--- config.mk ---
export PLATFORM = sky130hd
export DESIGN_NAME = ddr_ahb_csr_bank
export DESIGN_NICKNAME = d
export VERILOG_FILES = /design/src/rtl/ddr_ahb_csr_bank.sv
export SDC_FILE = /design/constraint.sdc
export NUM_CORES = 1
export LEC_CHECK = 0
export BUFFER_PORTS_ARGS = -buffer_cell sky130_fd_sc_hd__buf_4
export CORE_AREA = 4 4 355 357
export CTS_CLUSTER_SIZE = 28
export DETAILED_ROUTE_END_ITERATION = 7
export DIE_AREA = 0 0 359 361
export REMOVE_ABC_BUFFERS = 1
export SYNTH_ARGS = -nofsm -noshare
export SYNTH_HDL_FRONTEND = slang
export SYNTH_SLANG_ARGS = --single-unit
--- constraint.sdc ---
create_clock -name i_hclk -period 5.5 [get_ports i_hclk]
set_input_delay 0.275 -clock i_hclk [delete_from_list [all_inputs] [get_ports i_hclk]]
set_output_delay 0.275 -clock i_hclk [all_outputs]
set_load 0.005 [all_outputs]
--- src/rtl/ddr_ahb_csr_bank.sv ---
// AHB-Lite slave with a built-in CSR bank: RW config words, RO status words,
// one sticky W1C event word with an interrupt mask, optional wait states.
module ddr_ahb_csr_bank #(
  parameter int AWIDTH      = 32,
  parameter int DWIDTH      = 32,
  parameter int NCFG        = 16,
  parameter int NSTA        = 8,
  parameter int WAIT_STATES = 0,
  parameter logic [NCFG*DWIDTH-1:0] CFG_RST = '0
) (
  input  logic                                   i_hclk,
  input  logic                                   i_hreset,
  input  logic [AWIDTH-1:0]                      i_haddr,
  input  logic                                   i_hwrite,
  input  logic                                   i_hsel,
  input  logic [DWIDTH-1:0]                      i_hwdata,
  input  logic [1:0]                             i_htrans,
  input  logic [2:0]                             i_hsize,
  input  logic [2:0]                             i_hburst,
  input  logic                                   i_hreadyin,
  output logic                                   o_hready,
  output logic [DWIDTH-1:0]                      o_hrdata,
  output logic [1:0]                             o_hresp,
  output logic [NCFG*DWIDTH-1:0]                 o_cfg,
  input  logic [((NSTA > 0) ? NSTA : 1)*DWIDTH-1:0] i_sta,
  input  logic [DWIDTH-1:0]                      i_evt,
  output logic                                   o_irq,
  output logic [2:0]                             o_dbg_state
);

  localparam int BYTES = DWIDTH / 8;
  localparam int ALSB  = $clog2(BYTES);
  localparam logic [AWIDTH-1:0] EVT_IDX  = AWIDTH'(NCFG + NSTA);
  localparam logic [AWIDTH-1:0] MASK_IDX = AWIDTH'(NCFG + NSTA + 1);
  localparam logic [1:0]        WS_LAST  = 2'(WAIT_STATES - 1);

  typedef enum logic [2:0] {
    S_IDLE = 3'd0,
    S_WAIT = 3'd1,
    S_DATA = 3'd2,
    S_ERR1 = 3'd3,
    S_ERR2 = 3'd4
  } fsm_state_e;

  fsm_state_e                state_q, state_d;
  logic [1:0]                cnt_q, cnt_d;
  logic [AWIDTH-1:0]         a_addr;
  logic                      a_write;
  logic [2:0]                a_size;
  logic                      load;
  logic [NCFG*DWIDTH-1:0]    cfg_q;
  logic [DWIDTH-1:0]         evt_q, mask_q, w1c, lane_mask, rdata;
  logic                      irq_q;
  logic [BYTES-1:0]          lane_en;
  logic [AWIDTH-1:0]         widx, dec_idx, size_mask;
  logic                      accept, dec_err, do_wr;

  // Handshake: an address phase is taken when hsel & hreadyin & htrans[1] while the
  // slave is ready (IDLE, final DATA cycle or ERR2); the data phase ends in the
  // first cycle with o_hready high, which is when reads are valid and writes commit.
  assign accept  = i_hsel & i_hreadyin & i_htrans[1] &
                   ((state_q == S_IDLE) | (state_q == S_DATA) | (state_q == S_ERR2));
  assign dec_idx   = i_haddr >> ALSB;
  assign size_mask = (AWIDTH'(1) << i_hsize) - AWIDTH'(1);
  assign dec_err   = (dec_idx > MASK_IDX) | (i_hsize > 3'(ALSB)) | (|(i_haddr & size_mask));

  always_comb begin
    state_d = state_q;
    cnt_d   = cnt_q;
    load    = 1'b0;
    case (state_q)
      S_WAIT: begin
        if (cnt_q == WS_LAST) state_d = S_DATA;
        else                  cnt_d   = cnt_q + 2'd1;
      end
      S_ERR1: state_d = S_ERR2;
      default: begin
        state_d = S_IDLE;
        if (accept) begin
          load  = 1'b1;
          cnt_d = 2'd0;
          if (dec_err)              state_d = S_ERR1;
          else if (WAIT_STATES > 0) state_d = S_WAIT;
          else                      state_d = S_DATA;
        end
      end
    endcase
  end

  always_ff @(posedge i_hclk or negedge i_hreset) begin
    if (!i_hreset) begin
      state_q <= S_IDLE;
      cnt_q   <= 2'd0;
      a_addr  <= '0;
      a_write <= 1'b0;
      a_size  <= 3'd0;
    end else begin
      state_q <= state_d;
      cnt_q   <= cnt_d;
      if (load) begin
        a_addr  <= i_haddr;
        a_write <= i_hwrite;
        a_size  <= i_hsize;
      end
    end
  end

  assign widx  = a_addr >> ALSB;
  assign do_wr = (state_q == S_DATA) & a_write;

  // A lane is enabled when it falls in the same size-aligned block as the address.
  always_comb begin
    lane_en   = '0;
    lane_mask = '0;
    for (int b = 0; b < BYTES; b++) begin
      lane_en[b] = ((8'(b) >> a_size) == (8'(a_addr[ALSB-1:0]) >> a_size));
      lane_mask[b*8 +: 8] = {8{lane_en[b]}};
    end
  end

  assign w1c = (do_wr && (widx == EVT_IDX)) ? (i_hwdata & lane_mask) : '0;

  always_ff @(posedge i_hclk or negedge i_hreset) begin
    if (!i_hreset) begin
      cfg_q  <= CFG_RST;
      evt_q  <= '0;
      mask_q <= '0;
      irq_q  <= 1'b0;
    end else begin
      for (int k = 0; k < NCFG; k++)
        for (int b = 0; b < BYTES; b++)
          if (do_wr && (widx == AWIDTH'(k)) && lane_en[b])
            cfg_q[k*DWIDTH + b*8 +: 8] <= i_hwdata[b*8 +: 8];
      for (int b = 0; b < BYTES; b++)
        if (do_wr && (widx == MASK_IDX) && lane_en[b])
          mask_q[b*8 +: 8] <= i_hwdata[b*8 +: 8];
      evt_q <= (evt_q & ~w1c) | i_evt;
      irq_q <= |(evt_q & mask_q);
    end
  end

  always_comb begin
    rdata = '0;
    for (int k = 0; k < NCFG; k++)
      if (widx == AWIDTH'(k)) rdata = cfg_q[k*DWIDTH +: DWIDTH];
    for (int k = 0; k < NSTA; k++)
      if (widx == AWIDTH'(NCFG + k)) rdata = i_sta[k*DWIDTH +: DWIDTH];
    if (widx == EVT_IDX)  rdata = evt_q;
    if (widx == MASK_IDX) rdata = mask_q;
  end

  assign o_hrdata    = ((state_q == S_DATA) && !a_write) ? rdata : '0;
  assign o_hready    = (state_q != S_WAIT) && (state_q != S_ERR1);
  assign o_hresp     = ((state_q == S_ERR1) || (state_q == S_ERR2)) ? 2'b01 : 2'b00;
  assign o_cfg       = cfg_q;
  assign o_irq       = irq_q;
  assign o_dbg_state = state_q;

  logic unused_ok;
  assign unused_ok = ^{i_hburst, i_htrans[0]};

endmodule

==> results of run 1 <==
routing by layer:
metal / share of wire, % / vias to the layer above
met5: 0.11 / -
met4: 5.7 / 36
met3: 13 / 544
met2: 44 / 2331
met1: 37 / 16215
li1: - / 12346
cell families after synthesis:
logic type      Yosys count  share of synthesized area (%)
fa+ha+maj                 2                         0.0805
simple gates            526                           8.50
mux                     639                           23.1
compound gates          699                           15.7
other cells               1                         0.0121
buf+inv                 198                           2.85
flops                   618                           49.8
final cells by class:
| class | instances | area [um^2] | share of cell area [%] |
|---|---|---|---|
| Inverter | 7 | 26.3 | 0.0599 |
| Antenna cell | 20 | 50.0 | 0.114 |
| Clock inverter | 28 | 413 | 0.941 |
| Sequential cell | 618 | 15500 | 35.3 |
| Timing Repair Buffer | 1157 | 8990 | 20.5 |
| Multi-Input combinational cell | 1867 | 14800 | 33.8 |
| Tap cell | 1637 | 2050 | 4.67 |
| Clock buffer | 96 | 2040 | 4.66 |
where the power goes:
group	total [mW]	leakage (nW)	internal [mW]	switching, mW
Clock	5.10	1.21	3.00	2.11
Sequential	5.26	7.50	4.83	0.424
Combinational	4.25	10.6	1.42	2.83
Total	14.6	19.3	9.25	5.36
tightest hold or removal path: stages:
cell and delay [ns]:
buf_4 0.19, nand2_1 0.08, a21o_1 0.10
flip-flops by register name, summed over array words and instances (netlist names):
name	cells
a_addr	32
a_size	3
a_write	1
cnt_q	2
evt_q	32
mask_q	32
o_cfg	512
o_dbg_state	3
o_irq	1
worst paths after layout:
kind / startpoint / end / slack (ns) / depth (start not counted)
min in group asynchronous: i_hreset / o_cfg[184]$_DFFE_PN0P_ / 0.29 / 2
worst max-delay path: a_addr[15]$_DFFE_PN0P_ / o_hrdata[12] / 0.13 / 13
worst max register to register: a_addr[15]$_DFFE_PN0P_ / o_cfg[214]$_DFFE_PN0P_ / 1.41 / 8
worst min register to register: cnt_q[0]$_DFFE_PN0P_ / cnt_q[0]$_DFFE_PN0P_ / 0.50 / 1
max in group asynchronous: i_hreset / evt_q[22]$_DFF_PN0_ / 3.56 / 3
worst min-delay path: i_hwdata[8] / evt_q[8]$_DFF_PN0_ / 0.04 / 3
metrics by stage:
| step | setup WS (ns) | std cells | utilization [%] |
|---|---|---|---|
| after CTS | 0.0288 | 5410 | 35.6 |
| after global routing | 0.0574 | 5411 | 35.6 |
| final | 0.132 | 5430 | 35.7 |
| after detailed placement | 0.541 | 5217 | 33.1 |
| after floorplan | -1.31 | 2492 | - |
| after global placement | 0.522 | 5217 | 33.1 |
layout by cell type, fill, tap and decap left out, drive strengths merged, types with 8 or more instances in the layout:
cell type | netlist | routed
a2111oi | 13 | 13
a211oi | 8 | 8
a21o | 39 | 39
a21oi | 103 | 103
a221o | 17 | 17
a221oi | 56 | 56
a222oi | 25 | 25
a22o | 16 | 16
a22oi | 95 | 95
a31oi | 24 | 24
buf | 97 | 1088
bufinv | 0 | 8
clkbuf | 94 | 96
clkinv | 2 | 18
dfrtp | 618 | 618
diode | 0 | 20
dlygate4sd3 | 0 | 69
mux2 | 598 | 598
mux2i | 38 | 38
nand2 | 191 | 191
nand2b | 9 | 9
nand3 | 40 | 40
nand4 | 11 | 11
nor2 | 165 | 165
nor2b | 14 | 14
nor3 | 36 | 36
nor4 | 22 | 22
o211ai | 20 | 20
o21ai | 143 | 143
o221ai | 24 | 24
o22ai | 52 | 52
o32ai | 10 | 10
or3 | 9 | 9
timing repair:
action	4_1_cts	5_1_grt
setup endpoints to repair	1	1
resized for setup	1	1
hold endpoints to repair	161	0
hold buffers	69	0
==> metrics.txt, run 1 <==
status=finished with violations; failing checks=design-rule violations; cell taking the most area after synthesis=dfrtp_1; final global-route overflow total=0; met1 Resource Use GR=38.6%; Area after DPL=40700 um^2; Slew headroom=10.1%; worst vdd ir=0.239 mV; initial drt markers=4189; crit-path max FO=20; final setup fails=0; RSZ-0062 raised after global routing=no; DIE WIDTH=359 um; CP bufs+invs=4; total number of vias=31472; Synth Cell Area=31100 um^2; Worst-Skew Late Latency=0.65 ns; Final Max Slew Viols=0; Max stage delay on crit path=0.60 ns; Antenna Nets Post-Route=0; nets@finish=4089; Post-synth EDFFs=0; final hold violation count=0; H-tree Lvls=3; GRT busiest layer=met2; setup tns final=0 ns; Final Total Pwr=14.6 mW; initial antenna violation count=50; CP startpoint kind=flip-flop; cell mode on critical path=buf_4; post-synth top area share=49.8%; Post-synth ARST share=100%; Syn Area/Cell=11.6 um^2; CTS Buf Count=71; FMAX=0.186 GHz; CTS sink cnt=618; CP max stage cell=nor4_1; Hold Path Class=input port to flip-flop; residual DRC count=4; library cells used by synthesis=85; Die Ht=361 um; YS warnings=0; CTS tree=built; met2 global-route usage=51.6%; post-DP HPWL=178 mm; Post-CTS Setup Inserts=0; critical-path cell list=nor4_1 -> buf_4 -> and2_1 -> nand3_4 -> buf_4 -> nor3_4 -> buf_4 -> a221oi_1 -> a21o_1 -> a31oi_1 -> nor3_1 -> nor3_1 -> buf_4; Main synth FF type=dfrtp_1; most frequent cell after synthesis=dfrtp_1; commonest cells in the netlist=dfrtp_1 (618), mux2_2 (598), nand2_1 (190), nor2_1 (146), o21ai_0 (139); Seq/Total Area, Yosys=49.8%; via-per-instance ratio=5.80; CTS Root Cell=clkbuf_16; crit end category=output port; minimum clock period=5.37 ns; Die Area=130000 um^2; Setup Skew=0.0215 ns; largest net degree at the start of global routing=167; fillers=12378; CP delay by family, top=simple AND/OR/NAND/NOR gates; clock-pin slew on the worst setup and hold paths=0.06 ns; CP Data Arrival Time=5.09 ns; Pwr Density=333 nW/um^2; GRT Total Usage=33.2%; max cap viols=0; share of post-route cells with drive strength above 1=49.6%; WL/cell=41.7 um; number of global-route vias before repair=30721; GR Util met3=16.3%; worst slew pin tran=1.35 ns; FP Rows=129; CP Data Required Time=5.22 ns; Hold WS=0.0418 ns; synthesized flop and latch total=618; Final Cell Area=43900 um^2; crit path kind=flip-flop to output port; Leak=19.3 nW; first-pass GRT wire length=293 mm; top cells by area, synth=dfrtp_1 (50%), mux2_2 (22%), a22oi_1 (2.3%); first drt pass iteration count=8; Initial Utilization=25.3%; Bufs on Longest Clock Path=3; Post-Syn Instances=2683; PortBufs=910; period utilization=97.6%; Total Routed Length=226 mm; io pins=916; area growth from synthesis to layout=41.2%; core footprint=123000 um^2; Placer Congestion=0.977
No activity file was read; power rests on OpenSTA's default activity.
==> inputs of run 2 (changes only) <==
--- a/config.mk
+++ b/config.mk
@@ -10,6 +10,7 @@
 export CTS_CLUSTER_SIZE = 28
 export DETAILED_ROUTE_END_ITERATION = 7
 export DIE_AREA = 0 0 359 361
+export PLACE_DENSITY_LB_ADDON = 0.12
 export REMOVE_ABC_BUFFERS = 1
 export SYNTH_ARGS = -nofsm -noshare
 export SYNTH_HDL_FRONTEND = slang
==> metrics.txt, run 2 (synthesis results as in run 1) <==
GRT Total Usage=33.1% (-0.12 points); Place WS=0.892 ns (+0.351 ns); failing checks=negative setup slack; CTS sink cnt=618 (unchanged); Setup Skew=0.0209 ns (-0.000587 ns); area growth from synthesis to layout=42.6%; CTS Root Cell=clkbuf_16; crit-path max FO=41 (+110%); Placer Congestion=0.932 (-4.6%); share of post-route cells with drive strength above 1=50.2% (+0.58 points); fillers=12665 (+2.3%); residual DRC count=0 (-4); area of the multi-input gates=14900 um^2 (+0.28%); Slew headroom=17.1% (+6.9 points); post-DP HPWL=174 mm (-2.2%); nets@finish=4136 (+1.1%); WL/cell=41.0 um (-1.7%); worst slew pin tran=1.21 ns (-0.135 ns); RSZ-0062 raised after global routing=no; final global-route overflow total=0 (unchanged); Leak=19.5 nW (+1.2%); number of global-route vias before repair=30975 (+0.83%); first-pass GRT wire length=294 mm (+0.30%); crit path kind=flip-flop to output port; initial antenna violation count=32 (-36%); first drt pass iteration count=7 (-1); max FFs per register=512 (unchanged); Final Cell Area=44300 um^2 (+0.97%); core footprint=123000 um^2 (unchanged); Hold WS=0.0510 ns (+0.00921 ns); Final Max Slew Viols=0 (unchanged); worst vdd ir=0.202 mV (-15%); final hold violation count=0 (unchanged); Post-CTS Setup Inserts=0 (unchanged); H-tree Lvls=3 (unchanged); largest net degree at the start of global routing=157 (-6.0%); via-per-instance ratio=5.67 (-2.2%); Area after DPL=41000 um^2 (+0.70%); period utilization=100% (+2.8 points); FP Rows=129 (unchanged); final setup fails=1 (+1); Die Area=130000 um^2 (unchanged); CP Data Arrival Time=5.25 ns (+0.16 ns); Initial Utilization=25.3% (unchanged); Hold Path Class=input port to flip-flop; initial drt markers=3633 (-13%); register area=15500 um^2 (unchanged); crit end category=output port; Worst-Skew Late Latency=0.66 ns (about the same); CTS tree=built; CTS Buf Count=78 (+9.9%); Die Ht=361 um (unchanged); minimum clock period=5.52 ns (+0.156 ns); total number of vias=31068 (-1.3%); Pwr Density=337 nW/um^2 (+1.3%); Antenna Nets Post-Route=0 (unchanged); Bufs on Longest Clock Path=3 (unchanged); Total Routed Length=224 mm (-0.79%); status=finished with violations; most frequent cells in the layout=buf_4 (1114), dfrtp_1 (614), mux2_2 (598); DIE WIDTH=359 um (unchanged); CP Data Required Time=5.22 ns (about the same); Final WS setup=-0.0238 ns (-0.156 ns); FMAX=0.181 GHz (-2.8%); PortBufs=910 (unchanged); max cap viols=0 (unchanged); CP startpoint kind=flip-flop; clock-pin slew on the worst setup and hold paths=0.06 ns (about the same); commonest non-fill, non-tap cell in the layout=buf_4; io pins=916 (unchanged)
## run 2: cell type report
| type | instances | share of cell area, % |
|---|---|---|
| sequential | 618 | 34.9 |
| multi-input combinational | 1867 | 33.6 |
| timing repair buffer | 1197 | 20.9 |
| clock buffer | 121 | 5.38 |
| tap | 1637 | 4.62 |
| clock inverter | 21 | 0.426 |
| antenna | 11 | 0.0621 |
| inverter | 7 | 0.0593 |
## run 2: per-stage QoR
step	setup TNS [ns]	instances	util [%]	total power, mW
CTS	0	5468	36.0	15.0
finish	-0.0238	5479	36.0	14.9
global route	0	5473	36.0	15.3
global placement	0	5252	33.3	9.60
floorplan	-40.25	2492	-	6.81
detailed placement	0	5252	33.3	9.60
## run 2: repair_timing
item / 4_1_cts / 5_1_grt
hold buffers: 74 / 0
gates resized for setup: 0 / 1
setup endpoints to repair: 0 / 1
hold endpoints to repair: 156 / 0
## run 2: power breakdown
group / internal (mW) / leakage [nW] / switching (mW)
sequential: 4.83 / 7.50 / 0.489
combinational: 1.46 / 10.8 / 2.86
clock: 3.08 / 1.27 / 2.22
total: 9.36 / 19.5 / 5.57
## run 2: worst paths after layout
check / startpoint / cells past startpoint / end / slack (ns)
max: a_addr[3]$_DFFE_PN0P_ / 11 / o_hrdata[28] / -0.02
max reg2reg: a_addr[3]$_DFFE_PN0P_ / 6 / o_cfg[379]$_DFFE_PN0P_ / 1.62
min in group asynchronous: i_hreset / 2 / cnt_q[0]$_DFFE_PN0P_ / 0.28
min reg2reg: cnt_q[0]$_DFFE_PN0P_ / 1 / cnt_q[0]$_DFFE_PN0P_ / 0.50
max in group asynchronous: i_hreset / 3 / o_cfg[363]$_DFFE_PN0P_ / 3.63
min: i_hwdata[5] / 3 / evt_q[5]$_DFF_PN0_ / 0.05
## run 2: per-layer routing
| layer | global-route usage [%] | part of all wire [%] | up-vias |
|---|---|---|---|
| met4 | 12.5 | 4.1 | 14 |
| met1 | 42.6 | 41 | 16419 |
| li1 | - | - | 12442 |
| met5 | 0 | 0.045 | - |
| met3 | 8.47 | 8.5 | 373 |
| met2 | 53.6 | 46 | 1820 |
## run 2: worst max-delay path, cell delays in order (launching register included)
cell and delay (ns):
dfrtp_4 0.89, and2_1 0.61, nand2_1 0.60, nor3_2 0.34, buf_4 0.43, a221oi_1 0.16, o211ai_1 0.23, o221ai_1 0.40
buf_4 0.31, a211o_1 0.28, o221ai_1 0.08, buf_4 0.16
